==> src/rtl/ahb_cpu_master.sv <==
`timescale 1ns/1ps
// ahb_cpu_master: turns one CPU load/store request into a single AHB-Lite NONSEQ
// transfer, absorbs HREADY wait states and two-cycle HRESP errors, and returns
// sign/zero-extended load data with a stall to hold the core.
//
// Ports
//   clk, reset         rising-edge clock, synchronous active-high reset
//   mem_read/mem_write load/store request, held by the core while stall=1
//   func3              RV32 access code (B/H/W/BU/HU)
//   address, rs2_data  byte address and LSB-aligned store data
//   data_out           extended load result, held until the next completed load
//   stall              combinational: core must hold its request
//   done, bus_err      one-cycle completion / error pulses
//   HADDR..HWDATA      AHB-Lite master outputs
//   HRDATA/HREADY/HRESP AHB-Lite slave responses
module ahb_cpu_master #(
    parameter int unsigned ADDR_W = 32,
    parameter int unsigned DATA_W = 32
) (
    input  logic              clk,
    input  logic              reset,
    input  logic              mem_read,
    input  logic              mem_write,
    input  logic [2:0]        func3,
    input  logic [ADDR_W-1:0] address,
    input  logic [DATA_W-1:0] rs2_data,
    output logic [DATA_W-1:0] data_out,
    output logic              stall,
    output logic              done,
    output logic              bus_err,
    output logic [ADDR_W-1:0] HADDR,
    output logic [1:0]        HTRANS,
    output logic              HWRITE,
    output logic [2:0]        HSIZE,
    output logic [DATA_W-1:0] HWDATA,
    input  logic [DATA_W-1:0] HRDATA,
    input  logic              HREADY,
    input  logic              HRESP
);

    localparam logic [1:0] HTRANS_IDLE   = 2'b00;
    localparam logic [1:0] HTRANS_NONSEQ = 2'b10;

    typedef enum logic [1:0] {
        ST_IDLE,
        ST_ADDR,
        ST_DATA,
        ST_ERR
    } state_t;

    state_t            state_q,    state_d;
    logic [ADDR_W-1:0] addr_q,     addr_d;
    logic [2:0]        func3_q,    func3_d;
    logic              write_q,    write_d;
    logic [DATA_W-1:0] hwdata_q,   hwdata_d;
    logic [DATA_W-1:0] data_out_q, data_out_d;
    logic              done_q,     done_d;
    logic              bus_err_q,  bus_err_d;
    logic              stall_c;

    logic              req_c;
    logic              illegal_c;
    logic [DATA_W-1:0] wlanes_c;
    logic [7:0]        rd_byte_c;
    logic [15:0]       rd_half_c;
    logic [DATA_W-1:0] load_c;

    // Request legality: conflicting, reserved codes, unsigned stores, misalignment
    always_comb begin
        req_c     = mem_read | mem_write;
        illegal_c = 1'b0;
        if (mem_read && mem_write)                               illegal_c = 1'b1;
        if (func3 == 3'b011 || func3 == 3'b110 || func3 == 3'b111) illegal_c = 1'b1;
        if (mem_write && func3[2])                               illegal_c = 1'b1;
        if (func3[1:0] == 2'b01 && address[0])                   illegal_c = 1'b1;
        if (func3[1:0] == 2'b10 && address[1:0] != 2'b00)        illegal_c = 1'b1;
    end

    // Store data replicated across all byte lanes so the slave can pick any lane
    always_comb begin
        case (func3[1:0])
            2'b00:   wlanes_c = DATA_W'({4{rs2_data[7:0]}});
            2'b01:   wlanes_c = DATA_W'({2{rs2_data[15:0]}});
            default: wlanes_c = rs2_data;
        endcase
    end

    // Load lane extraction and extension from the latched address/code
    always_comb begin
        case (addr_q[1:0])
            2'b00:   rd_byte_c = HRDATA[7:0];
            2'b01:   rd_byte_c = HRDATA[15:8];
            2'b10:   rd_byte_c = HRDATA[23:16];
            default: rd_byte_c = HRDATA[31:24];
        endcase
        rd_half_c = addr_q[1] ? HRDATA[31:16] : HRDATA[15:0];
        case (func3_q)
            3'b000:  load_c = {{(DATA_W-8){rd_byte_c[7]}}, rd_byte_c};
            3'b001:  load_c = {{(DATA_W-16){rd_half_c[15]}}, rd_half_c};
            3'b100:  load_c = {{(DATA_W-8){1'b0}}, rd_byte_c};
            3'b101:  load_c = {{(DATA_W-16){1'b0}}, rd_half_c};
            default: load_c = HRDATA;
        endcase
    end

    // Next-state and output decode
    always_comb begin
        state_d    = state_q;
        addr_d     = addr_q;
        func3_d    = func3_q;
        write_d    = write_q;
        hwdata_d   = hwdata_q;
        data_out_d = data_out_q;
        done_d     = 1'b0;
        bus_err_d  = 1'b0;
        stall_c    = 1'b0;

        case (state_q)
            ST_IDLE: begin
                if (req_c) begin
                    if (illegal_c) begin
                        bus_err_d = 1'b1;
                    end else begin
                        stall_c  = 1'b1;
                        addr_d   = address;
                        func3_d  = func3;
                        write_d  = mem_write;
                        hwdata_d = mem_write ? wlanes_c : '0;
                        state_d  = ST_ADDR;
                    end
                end
            end
            ST_ADDR: begin
                stall_c = 1'b1;
                if (HREADY) state_d = ST_DATA;
            end
            ST_DATA: begin
                if (!HREADY) begin
                    stall_c = 1'b1;
                    if (HRESP) state_d = ST_ERR;
                end else if (HRESP) begin
                    // Single-cycle error response is treated like the second error cycle
                    bus_err_d = 1'b1;
                    state_d   = ST_IDLE;
                end else begin
                    done_d  = 1'b1;
                    if (!write_q) data_out_d = load_c;
                    state_d = ST_IDLE;
                end
            end
            ST_ERR: begin
                if (HREADY) begin
                    bus_err_d = 1'b1;
                    state_d   = ST_IDLE;
                end else begin
                    stall_c = 1'b1;
                end
            end
            default: state_d = ST_IDLE;
        endcase

        // Keep stall at its reset value while reset is held
        if (reset) stall_c = 1'b0;
    end

    // State and datapath registers
    always_ff @(posedge clk) begin
        if (reset) begin
            state_q    <= ST_IDLE;
            addr_q     <= '0;
            func3_q    <= '0;
            write_q    <= 1'b0;
            hwdata_q   <= '0;
            data_out_q <= '0;
            done_q     <= 1'b0;
            bus_err_q  <= 1'b0;
        end else begin
            state_q    <= state_d;
            addr_q     <= addr_d;
            func3_q    <= func3_d;
            write_q    <= write_d;
            hwdata_q   <= hwdata_d;
            data_out_q <= data_out_d;
            done_q     <= done_d;
            bus_err_q  <= bus_err_d;
        end
    end

    assign HTRANS   = (state_q == ST_ADDR) ? HTRANS_NONSEQ : HTRANS_IDLE;
    assign HADDR    = addr_q;
    assign HWRITE   = (state_q == ST_ADDR) && write_q;
    assign HSIZE    = {1'b0, func3_q[1:0]};
    assign HWDATA   = hwdata_q;
    assign data_out = data_out_q;
    assign done     = done_q;
    assign bus_err  = bus_err_q;
    assign stall    = stall_c;

endmodule

==> config.mk <==
export PLATFORM = sky130hd
export DESIGN_NAME = ahb_cpu_master
export DESIGN_NICKNAME = d
export VERILOG_FILES = /design/src/rtl/ahb_cpu_master.sv
export SDC_FILE = /design/constraint.sdc
export NUM_CORES = 1
export LEC_CHECK = 0
export CORE_MARGIN = 3
export CORE_UTILIZATION = 42
export DETAILED_ROUTE_END_ITERATION = 10
export PLACE_DENSITY_LB_ADDON = 0.12
export SKIP_LAST_GASP = 1
export SYNTH_ARGS = -nofsm -noshare
export SYNTH_HDL_FRONTEND = slang
export SYNTH_SLANG_ARGS = --single-unit
export TNS_END_PERCENT = 100
==> constraint.sdc <==
create_clock -name clk -period 1.9 [get_ports clk]
set_input_delay 0.285 -clock clk [delete_from_list [all_inputs] [get_ports clk]]
set_output_delay 0.285 -clock clk [all_outputs]
set_load 0.005 [all_outputs]
# Yosys cells after proc, flatten, opt, wreduce, memory -nomap -nowiden
# Cells that the tools add are included.
# word_totals
register_bits	104
input_bits	105
output_inout_bits	105
elab_cells	79
# classes
n_eq_ne	18
mux	30
bitwise	6
reduce_logical	17
# op_table
operator	count
case mux 32 bit (4 select lines)	1
case mux 32 bit (2 select lines)	1
2-to-1 mux 32 bit	1
case mux 8 bit (3 select lines)	1
2-to-1 mux 16 bit	1
2-to-1 mux 1 bit	15
2-to-1 mux 2 bit	7
== test 3 bit, second input constant	4
== test 2 bit, second input constant	4
!= test 2 bit, second input constant	4
case mux 2 bit (4 select lines)	1
== test 2 x 1 -> 1 bit, second input constant	3
logical NOT 2 bit	3
case mux 1 bit (3 select lines)	2
logical AND 1 bit	5
NOT 1 bit	5
AND reduction 5 bit	1
AND reduction 4 bit	1
== test 3 x 1 -> 1 bit, second input constant	1
== test 3 x 2 -> 1 bit, second input constant	1
logical NOT 3 bit	1
!= test 3 bit, second input constant	1
AND reduction 3 bit	1
OR reduction 3 bit	1
4 further kinds	5

# Logic depth before layout (Yosys ltp)
# logic_depth
word_depth	11
depth_mapped	7
depth_no_buf	4

# Worst setup path after synthesis
# OpenSTA, ideal clock, no wires.
# synth_path
path_kind	flip-flop to flip-flop
startpoint	register state_q[0]
endpoint	register data_out_q[10] (netlist: data_out[10])
setup_ns	0.142
t_arrival_ns	1.528
setup_slack_ns	0.230
path_stages_with_launch	6
n_path_buf	2
synth_period_minus_slack_ns	1.670
path_cell_list	dfxtp_1 > buf_2 > or4_4 > buf_6 > o31ai_4 > a2111oi_1
# synth_between
elab_chain_cells	2
# synth_lines
element	line	text
start: declaration	51	state_t state_q, state_d;
start signal: assignment	178	state_q <= state_d;
== test 2 bit	118	case (state_q)
AND reduction 4 bit (no source line)	-	
end signal: assignment	183	data_out_q <= data_out_d;
end: declaration	56	logic [DATA_W-1:0] data_out_q, data_out_d;
# Every way passes these cells.
# A chain may end at the register's enable or synchronous reset.

# Final worst setup path
# layout_path
startpoint	input port address[1]
endpoint	output port stall
# layout_between
elab_chain_cells	7
# layout_lines
element	line	text
start: declaration	25	input logic [ADDR_W-1:0] address,
nonzero test 2 bit	76	if (func3[1:0] == 2'b10 && address[1:0] != 2'b00) illegal_c = 1'b1;
logical AND 1 bit	76	
2-to-1 mux 1 bit	76	
2-to-1 mux 1 bit	121	if (illegal_c) begin
2-to-1 mux 1 bit	120	if (req_c) begin
case mux 1 bit (3 select lines)	118	
2-to-1 mux 1 bit	163	if (reset) stall_c = 1'b0;
end: declaration	28	output logic stall,
# Every way passes these cells.

==> run metrics <==
element type at the critical path end output pin; global-route wire length before repair roughly 24000 um; Clock Sinks approximately 100; ys flop type sky130_fd_sc_hd__dfxtp_1; proportion of power drawn by flip-flops and latches 49.8%; start point of the critical path address[1]; largest net degree at the start of global routing 56; end of the worst register-to-register path data_out[12]$_SDFFE_PP0P_; total via count in the routed design 4925; Seq cells post-synth 104; antenna violation net count after detailed routing 0; Clock power frac 30.4%; most crowded layer after global routing met2; TritonCTS clock tree built; drt first pass iters 4; # nets final 846; XOR/XNOR Fraction of Synth Area 0%; number of hold violations in the final report 0; Core Util, Final about 68%; netlist area before placement around 0.0047 sq mm; overall die height ~110 um; average size of a mapped cell 8.63 sq um; Switching Share between 20% and 30%; Global Route met2 Usage 37.5%; hold buffer count at cts 0; status completed; weighted congestion at the end of routability-driven global placement 0.885; drt initial violations between 300 and 400; Simple-Gate Fraction of Synth Area 16.4%; number of cells traversed by the worst register-to-register path 4; design internal power 0.00338 W; most frequent cells in the layout sky130_fd_sc_hd__clkdlybuf4s50_1, sky130_fd_sc_hd__dfxtp_1, sky130_fd_sc_hd__a21oi_1; clock tree root buffer cell sky130_fd_sc_hd__clkbuf_8; number of antenna violations at the first check in global routing 0; routed wirelength normalized by instance count 17.3 um; met3 Usage GRT 7.50%; layout cells sized above 1 10.7%; number of failing setup endpoints in the final timing report 0; number of unique standard cell types used by synthesis 44; overall power consumption 0.00461 W; worst-path fanout max 2; Power Density 641 mW/mm^2; TritonCTS Buffers 9; area added between synthesis and finish 54.5%; final period demand of the worst path 1820 ps; maximum capacitance violations 0; net switching power 0.00123 W; diode insertion count for antenna repair 0; f_max 0.548 GHz; Worst-path clk slew 100 ps; overall track demand over capacity in global routing roughly a quarter; top-level port count 210; startpoint of the most critical register-to-register path state_q[0]$_SDFFE_PP0P_; width of the die about 110 um; final routed DRC violation total 0; worst min path class in2reg; portion of total power attributed to combinational logic between 10% and 20%; Post-DP HPWL about 11000 um; worst clock skew 17.4 ps; multiplexer area fraction after synthesis 8.16%; fraction of the mapped netlist area in compound gates 25.0%; startpoint-to-endpoint class of the critical path in2out; Bufs on Longest Clock Path 2; leak pwr 2.47 nW; met1 usage in global routing 30.4%; most common cell after layout, fill and taps aside sky130_fd_sc_hd__clkdlybuf4s50_1; total count of max-transition violations in the final report 0; type of element launching the critical path input port; cell row count 37; leftover overflow at the end of global routing 0; Hold EP HWDATA[18]$_SDFFE_PP0P_; H-tree depth 3; normalized max-slew margin 44.3%; vias in the first global route around 4600; number of synthesized flops with an enable pin 0; transition time of the tightest slew-check pin ~830 ps; Hold Startpoint reset; critical path required time 1620 ps; wire length reported by the detailed router 15300 um; Worst-Skew Late Latency 370 ps; cell count after synthesis 540; adder and majority gate portion of the synthesized area 0%; Floorplan Core Area 0.0106 sq mm; Port-buffer cells roughly 210; total die area about 0.012 sq mm; combinational family with the most area after synthesis compound AO/OA/AOI/OAI gates; worst endpoint data arrival time roughly 1500 ps; Starting Density between 40% and 50%; post-synthesis async set-or-reset flop share 0%; worst hold-check slack 354 ps; via-per-instance ratio between 5 and 6; number of warning messages in the yosys log 0; instance count along the most critical hold path 3; share of the yosys chip area belonging to registers 44.7%; Worst VDD drop 0.000484 V; Final Cycle Share 96.0%; Register-to-Register Setup Slack 110 ps
[critical path, cell delays in order]
cell                            delay [ps]
sky130_fd_sc_hd__dlygate4sd2_1         250
sky130_fd_sc_hd__o31ai_2               270
sky130_fd_sc_hd__and3_4                230
sky130_fd_sc_hd__o21ai_2                60
sky130_fd_sc_hd__a221oi_1              260
sky130_fd_sc_hd__buf_2                 180
[through the flow]
step                      worst slack (ps)  instances  TNS, ps  instance area, sq um
after global routing                 -12.2        881    -12.2                  7200
final                                 76.3        881        0                  7200
after global placement                -613        865   -20450                  6960
after detailed placement              -650        865   -24710                  6960
after CTS                            -14.4        881    -14.4                  7170
after floorplan                        230        541        0                  4670
[final cells by class]
class	instances	area, sq um
inverters	6	22.5
repair buffers	243	2380
flip-flops and latches	104	2090
clock inverters	4	55.1
clock buffers	11	141
well taps	136	170
fillers	891	3350
multi-input cells	377	2350
[state kept, by name (all words and copies together) (netlist names)]
signal    flops
bus_err       1
func3_q       3
state_q       2
HWDATA       32
write_q       1
done          1
data_out     32
HADDR        32
[kinds of logic after synthesis]
family | after synthesis
AOI/OAI and AO/OA | 188
and+or+nand+nor | 150
DFF | 104
buffers and inverters | 60
muxes | 37
other | 1
[synthesized netlist by cell type (2+ instances only)]
master	number	area share, %
sky130_fd_sc_hd__nor3_1	2	0.21
sky130_fd_sc_hd__a21oi_1	68	7.3
sky130_fd_sc_hd__o221ai_1	7	1.3
sky130_fd_sc_hd__clkbuf_1	31	2.5
sky130_fd_sc_hd__nor4_1	2	0.27
sky130_fd_sc_hd__nand2_1	27	2.2
sky130_fd_sc_hd__buf_4	4	0.64
sky130_fd_sc_hd__nand3_1	36	3.9
sky130_fd_sc_hd__o21ai_0	62	6.7
sky130_fd_sc_hd__nor3b_1	7	1.1
sky130_fd_sc_hd__buf_1	3	0.24
sky130_fd_sc_hd__a2111oi_1	6	1.3
sky130_fd_sc_hd__dfxtp_1	104	45
sky130_fd_sc_hd__nand3b_1	6	0.97
sky130_fd_sc_hd__buf_2	15	1.6
sky130_fd_sc_hd__nand4_1	16	2.1
sky130_fd_sc_hd__nand2b_1	3	0.40
sky130_fd_sc_hd__o2bb2ai_1	16	3.0
sky130_fd_sc_hd__nor2_1	40	3.2
sky130_fd_sc_hd__mux2_2	8	1.9
sky130_fd_sc_hd__a22o_1	3	0.56
sky130_fd_sc_hd__inv_1	6	0.48
sky130_fd_sc_hd__mux2i_1	29	6.2
sky130_fd_sc_hd__nor2b_1	3	0.40
sky130_fd_sc_hd__a211oi_1	17	2.7
[per-layer routing]
layer	vias up	share of wire, %
met3	28	9.3
met1	2305	42
met4	0	2.4
met5	-	0
met2	218	47
li1	2374	-
[worst max-delay path by stage]
stage                                endpoint  slack [ps]  cells past startpoint
finish                                  stall          80                      6
global route                            stall         -10                      6
CTS                                     stall         -10                      6
detailed placement                      stall        -650                      6
global placement                        stall        -610                      6
floorplan           data_out[10]$_SDFFE_PP0P_         230                      5
[power by group through the flow]
| stage | clock [W] | sequential (W) | combinational, W |
|---|---|---|---|
| 2_1_floorplan | 0 | 0.00234 | 0.000385 |
| 5_1_grt | 0.00151 | 0.00231 | 0.000989 |
| 4_1_cts | 0.00143 | 0.00230 | 0.000909 |
| 3_5_place_dp | 0 | 0.00235 | 0.000900 |
| 6_report | 0.00140 | 0.00230 | 0.000917 |
| 3_3_place_gp | 0 | 0.00235 | 0.000887 |
[what timing repair did]
item,CTS,global route
resized for setup,15,13
setup endpoints to repair,20,21
buffers inserted,1,0
pin swaps,3,4
hold endpoints to repair,0,0
Note: power is estimated with default switching activity, not from simulation.
